==> src/rtl/sys_ctrl_pkg.sv <==
// Shared opcodes, FSM state encoding and TX beat-count width for the UART command engine.
package sys_ctrl_pkg;

  localparam logic [7:0] OP_WR      = 8'hAA;
  localparam logic [7:0] OP_RD      = 8'hBB;
  localparam logic [7:0] OP_ALU_OP  = 8'hCC;
  localparam logic [7:0] OP_ALU_NOP = 8'hDD;

  localparam int unsigned BEAT_W = 2;

  typedef enum logic [3:0] {
    StIdle,
    StWrAddr,
    StWrData,
    StRdAddr,
    StRdWait,
    StOpA,
    StOpB,
    StAluFunc,
    StAluWait,
    StTxSend
  } state_t;

endpackage

==> src/rtl/sys_ctrl_frame_timer.sv <==
// Inter-byte frame timer: counts enabled idle cycles and flags the terminal count.
module sys_ctrl_frame_timer #(
  parameter int unsigned TIMEOUT_CYCLES = 4096
) (
  input  logic CLK,
  input  logic RST,
  input  logic clr,
  input  logic en,
  output logic expired
);

  localparam int unsigned CW = $clog2(TIMEOUT_CYCLES);
  localparam logic [CW-1:0] LAST = CW'(TIMEOUT_CYCLES - 1);

  logic [CW-1:0] cnt;

  assign expired = en && (cnt == LAST);

  always_ff @(posedge CLK or negedge RST) begin
    if (!RST) begin
      cnt <= '0;
    end else if (clr || !en || expired) begin
      cnt <= '0;
    end else begin
      cnt <= cnt + CW'(1);
    end
  end

endmodule

==> src/rtl/sys_ctrl_cmd_engine.sv <==
// UART command engine: decodes RF write/read and ALU frames and returns results to UART TX.
module sys_ctrl_cmd_engine
  import sys_ctrl_pkg::*;
#(
  parameter int unsigned DATA_WIDTH     = 8,
  parameter int unsigned ADDR_WIDTH     = 4,
  parameter int unsigned FUNC_WIDTH     = 4,
  parameter int unsigned TIMEOUT_CYCLES = 4096
) (
  input  logic                    CLK,
  input  logic                    RST,
  input  logic                    Rx_valid,
  input  logic [DATA_WIDTH-1:0]   RX_out,
  input  logic [DATA_WIDTH-1:0]   RdData,
  input  logic                    RdData_Valid,
  input  logic [2*DATA_WIDTH-1:0] ALU_OUT,
  input  logic                    ALU_OUT_VLD,
  input  logic                    Tx_busy,
  output logic [ADDR_WIDTH-1:0]   Addr,
  output logic                    WrEn,
  output logic                    RdEn,
  output logic [DATA_WIDTH-1:0]   Wr_D,
  output logic                    ALU_EN,
  output logic [FUNC_WIDTH-1:0]   Func,
  output logic                    Gate_En,
  output logic [DATA_WIDTH-1:0]   TX_P_DATA,
  output logic                    TX_D_VLD,
  output logic                    Cmd_err,
  output logic                    Timeout_err
);

  state_t                  state;
  logic [2*DATA_WIDTH-1:0] tx_buf;
  logic [BEAT_W-1:0]       beats;
  logic                    byte_ok;
  logic                    tmr_clr;
  logic                    tmr_en;
  logic                    expired;

  // Bytes arriving while waiting on RF/ALU or sending are dropped and do not refresh the timer.
  assign byte_ok = Rx_valid && !(state inside {StRdWait, StAluWait, StTxSend});
  assign tmr_clr = byte_ok || (state == StRdWait && RdData_Valid) ||
                   (state == StAluWait && ALU_OUT_VLD);
  assign tmr_en  = !(state inside {StIdle, StTxSend});

  sys_ctrl_frame_timer #(
    .TIMEOUT_CYCLES(TIMEOUT_CYCLES)
  ) u_timer (
    .CLK    (CLK),
    .RST    (RST),
    .clr    (tmr_clr),
    .en     (tmr_en),
    .expired(expired)
  );

  always_ff @(posedge CLK or negedge RST) begin
    if (!RST) begin
      state       <= StIdle;
      Addr        <= '0;
      WrEn        <= 1'b0;
      RdEn        <= 1'b0;
      Wr_D        <= '0;
      ALU_EN      <= 1'b0;
      Func        <= '0;
      Gate_En     <= 1'b0;
      TX_P_DATA   <= '0;
      TX_D_VLD    <= 1'b0;
      Cmd_err     <= 1'b0;
      Timeout_err <= 1'b0;
      tx_buf      <= '0;
      beats       <= '0;
    end else begin
      WrEn        <= 1'b0;
      RdEn        <= 1'b0;
      ALU_EN      <= 1'b0;
      Cmd_err     <= 1'b0;
      Timeout_err <= 1'b0;
      if (expired && !tmr_clr) begin
        state       <= StIdle;
        Timeout_err <= 1'b1;
        Gate_En     <= 1'b0;
      end else begin
        case (state)
          StIdle: begin
            if (Rx_valid) begin
              if (RX_out == DATA_WIDTH'(OP_WR)) begin
                state <= StWrAddr;
              end else if (RX_out == DATA_WIDTH'(OP_RD)) begin
                state <= StRdAddr;
              end else if (RX_out == DATA_WIDTH'(OP_ALU_OP)) begin
                state <= StOpA;
              end else if (RX_out == DATA_WIDTH'(OP_ALU_NOP)) begin
                state   <= StAluFunc;
                Gate_En <= 1'b1;
              end else begin
                Cmd_err <= 1'b1;
              end
            end
          end
          StWrAddr: if (Rx_valid) begin
            Addr  <= RX_out[ADDR_WIDTH-1:0];
            state <= StWrData;
          end
          StWrData: if (Rx_valid) begin
            WrEn  <= 1'b1;
            Wr_D  <= RX_out;
            state <= StIdle;
          end
          StRdAddr: if (Rx_valid) begin
            RdEn  <= 1'b1;
            Addr  <= RX_out[ADDR_WIDTH-1:0];
            state <= StRdWait;
          end
          StRdWait: if (RdData_Valid) begin
            tx_buf    <= {{DATA_WIDTH{1'b0}}, RdData};
            TX_P_DATA <= RdData;
            TX_D_VLD  <= 1'b1;
            beats     <= BEAT_W'(1);
            state     <= StTxSend;
          end
          StOpA: if (Rx_valid) begin
            WrEn  <= 1'b1;
            Addr  <= ADDR_WIDTH'(0);
            Wr_D  <= RX_out;
            state <= StOpB;
          end
          StOpB: if (Rx_valid) begin
            WrEn    <= 1'b1;
            Addr    <= ADDR_WIDTH'(1);
            Wr_D    <= RX_out;
            Gate_En <= 1'b1;
            state   <= StAluFunc;
          end
          StAluFunc: if (Rx_valid) begin
            ALU_EN <= 1'b1;
            Func   <= RX_out[FUNC_WIDTH-1:0];
            state  <= StAluWait;
          end
          StAluWait: if (ALU_OUT_VLD) begin
            tx_buf    <= ALU_OUT;
            TX_P_DATA <= ALU_OUT[DATA_WIDTH-1:0];
            TX_D_VLD  <= 1'b1;
            beats     <= BEAT_W'(2);
            Gate_En   <= 1'b0;
            state     <= StTxSend;
          end
          StTxSend: begin
            // First beat is presented on capture; later beats wait for Tx_busy to clear.
            if (TX_D_VLD) begin
              if (!Tx_busy) begin
                TX_D_VLD <= 1'b0;
                tx_buf   <= tx_buf >> DATA_WIDTH;
                beats    <= beats - BEAT_W'(1);
                if (beats == BEAT_W'(1)) state <= StIdle;
              end
            end else if (!Tx_busy) begin
              TX_D_VLD  <= 1'b1;
              TX_P_DATA <= tx_buf[DATA_WIDTH-1:0];
            end
          end
          default: state <= StIdle;
        endcase
      end
    end
  end

endmodule

==> config.mk <==
export PLATFORM = sky130hd
export DESIGN_NAME = sys_ctrl_cmd_engine
export DESIGN_NICKNAME = d
export VERILOG_FILES = /design/src/rtl/sys_ctrl_pkg.sv /design/src/rtl/sys_ctrl_frame_timer.sv /design/src/rtl/sys_ctrl_cmd_engine.sv
export SDC_FILE = /design/constraint.sdc
export NUM_CORES = 1
export LEC_CHECK = 0
export CORE_ASPECT_RATIO = 2
export CORE_MARGIN = 1
export CORE_UTILIZATION = 55
export CTS_CLUSTER_DIAMETER = 120
export DETAILED_ROUTE_END_ITERATION = 6
export GPL_TIMING_DRIVEN = 0
export PLACE_DENSITY = 0.85
export SYNTH_ARGS = -nofsm -noshare
export SYNTH_HDL_FRONTEND = slang
export SYNTH_SLANG_ARGS = --single-unit
==> constraint.sdc <==
create_clock -name CLK -period 5.3 [get_ports CLK]
set_clock_uncertainty 0.15 [all_clocks]
set_input_delay 0.795 -clock CLK [delete_from_list [all_inputs] [get_ports CLK]]
set_output_delay 0.795 -clock CLK [all_outputs]
set_load 0.02 [all_outputs]
==> impl_metrics.tcl <==
set metrics [dict create \
    status "finished with violations" \
    violations "design-rule violations" \
    crit_fanout 6 \
    die_y_microns 112 \
    design.core.area_sq_mm 0.00576 \
    comb_power_share_pct 43.5 \
    ir_drop_mv 0.416 \
    slew_headroom_pct 45.0 \
    switchingPower_mw 0.869 \
    dieArea_sq_mm 0.00640 \
    synth_ff_type "dfrtp_1" \
    route.met2.wl_microns 4450 \
    critPathMaxStageDelay_ns 0.70 \
    max_freq_mhz 378 \
    r2r_start "u_timer.cnt[0]" \
    internal-power_mw 1.56 \
    dp_hpwl_microns 5680 \
    ys_seq_elements 65 \
    fin_util_pct 76.2 \
    wl_microns 8000 \
    ctsResizeCount 0 \
    diodes 0 \
    wl_per_cell_microns 17.1 \
    syn_nets 363 \
    cts_buffer_depth 2 \
    dr.pass1.iters 7 \
    grt_use_total_pct 28.2 \
    synth_area_sq_mm 0.00334 \
    setup_viol 0 \
    clkTransAtPathRegs_ns 0.05 \
    post-synth-top-area-cell "dfrtp_1" \
    num_vias 2783 \
    port_buffers 68 \
    grt_pass1_wl_microns 13500 \
    ys_seq_area_share_pct 48.7 \
    yosys_warnings 0 \
    wl_met3_microns 355 \
    grt_max_degree 66 \
    finalWorstSetupSlack_ns 2.65 \
    switching_share_pct 35.9 \
    clockPowerShare_pct 24.1 \
    synth-edff-count 0 \
    final_layout_size_suffix_gt1_share_pct 15.5 \
    post-route-min-period_ns 2.65 \
    via_per_inst 5.96 \
    power.density_mw_per_mm2 552 \
    antenna_found_initial 0 \
    area_growth_pct 31.5 \
    grt_overflow 0 \
    setup_tns_ns 0 \
    start_kind "input port" \
    grt_pass1_vias 2879 \
    cp-end-kind "flip-flop" \
    p_leak_nw 1.87 \
    gp_congestion 0.927 \
    post_cts_buffers 0 \
    cp_cell_sequence "clkdlybuf4s50_1 -> inv_1 -> o31ai_1 -> nor3_1 -> o31ai_1" \
    drt_iter0_drc 138 \
    critPathLaunch "Rx_valid" \
    drv_slew 0 \
    min_from "Wr_D[5]" \
    pre_cts_ws_ns 2.37 \
    power_mw 2.42 \
    ff2ff_setup_slack_ns 2.87 \
    ant_nets 0 \
    tightest_slew_ns 0.819 \
    ys_types 56 \
    synth_top_area_share_pct 48.7 \
    insertion_delay_ns 0.34 \
    initial_core_util_pct 58.0 \
    rsz0062_at_grt "false" \
    met1_length_microns 2840 \
    io_pins 69 \
    row_count 39 \
    worst_path_max_delay_cell "nor3_1" \
    nFillCells 418 \
    cts_hold_buf 0 \
    finalHoldViolations 0 \
    final_cell_mix "clkdlybuf4s50_1, dfrtp_1, nand2_1" \
    layout_commonest_cell "clkdlybuf4s50_1" \
    die_w_microns 57.1 \
    highest_layer "met4" \
    htree_levels 3 \
    path_common_cell "o31ai_1" \
    synth_area_per_cell_sq_um 10.3 \
    synth_cells 323 \
    required_ns 5.32 \
    hold_path.class "reg -> reg" \
    worstSetupPathType "in -> reg" \
    regArea_sq_mm 0.00163 \
    period_share_pct 50.0 \
    cts_buffers 9 \
    cp_data_arrival_time_ns 2.67 \
    num-nets-final 442 \
    route.detailed.drc 10 \
    maxCapViolCount 0 \
    cts-root-buf "clkbuf_16" \
    multi_input_area_sq_mm 0.00156 \
    synthTopCellsByArea "dfrtp_1, mux2_2, nand2_1" \
    cts_tree "built" \
    synth-async-reset-ratio_pct 100 \
    p_seq_share_pct 32.4 \
    cts.sinks 65 \
]
-- power by group through the flow --
stage | logic [mW] | clock network, mW | registers [mW]
detailed placement | 1.05 | 0 | 0.792
finish | 1.05 | 0.584 | 0.787
floorplan | 0.546 | 0 | 0.904
global placement | 1.03 | 0 | 0.782
global route | 1.15 | 0.613 | 0.809
CTS | 1.06 | 0.593 | 0.785
-- flip-flops by register name, summed over array words and instances, names as in the netlist --
signal and count:
Func 4, WrEn 1, tx_buf 16, TX_D_VLD 1, u_timer.cnt 12, state 4, Timeout_err 1, Cmd_err 1
TX_P_DATA 8, RdEn 1, Wr_D 8, Addr 4, Gate_En 1, beats 2, ALU_EN 1
-- per-layer routing --
metal / up-vias / track usage, %
li1: 1301 / -
met1: 1350 / 28.6
met2: 106 / 50.6
met3: 26 / 6.34
met4: 0 / 17.4
met5: - / 0
-- per-stage QoR --
stage | area, sq um | std cells | hold slack (ns)
after CTS | 4390 | 467 | 0.356
final | 4390 | 467 | 0.350
after floorplan | 3340 | 323 | 0.305
after detailed placement | 4090 | 452 | 0.346
after global placement | 4100 | 452 | 0.320
after global routing | 4390 | 467 | 0.376
-- synth_stat cells, drive strengths merged (6+ instances only) --
cell and n:
inv 14, nand2 37, nor3 8, nand2b 6, dfrtp 65, xor2 7
nand3 15, buf 14, xnor2 7, a31oi 12, nor2b 9, a22oi 8
o21ai 14, a21oi 8, mux2 21, nor2 33
-- logic make-up (layout without fill, tap and decap cells) --
| group | count (synthesis) | count (layout) | share of synthesized area (%) |
|---|---|---|---|
| DFF | 65 | 65 | 48.7 |
| xor gates and xnor gates | 14 | 14 | 3.67 |
| adders and majority gates | 2 | 2 | 0.750 |
| AOI/OAI and AO/OA | 60 | 60 | 13.8 |
| muxes | 25 | 25 | 8.28 |
| and+or+nand+nor | 127 | 127 | 20.1 |
| buffers and inverters | 30 | 113 | 4.65 |
-- final timing paths --
| check | to | cells past startpoint |
|---|---|---|
| setup / recovery | state[3] | 5 |
| hold / removal | Wr_D[5] | 1 |
| setup reg to reg | state[3] | 6 |
| hold reg to reg | Wr_D[5] | 1 |
| max in group asynchronous | TX_P_DATA[5] | 1 |
| min in group asynchronous | u_timer.cnt[4] | 1 |
-- worst max-delay path, delay by kind of cell --
family,cells,cell delay [ns]
compound gates,2,0.38
buf+inv,2,0.79
simple gates,1,0.70
-- final cells by class --
class / instances / area share [%]
clock inverters: 3 / 0.912
well taps: 61 / 1.74
plain buffers: 16 / 2.34
inverters: 14 / 1.20
repair buffers: 68 / 15.5
multi-input cells: 228 / 35.5
clock buffers: 12 / 5.84
flip-flops and latches: 65 / 37.1
Note: power is estimated with default switching activity, not from simulation.
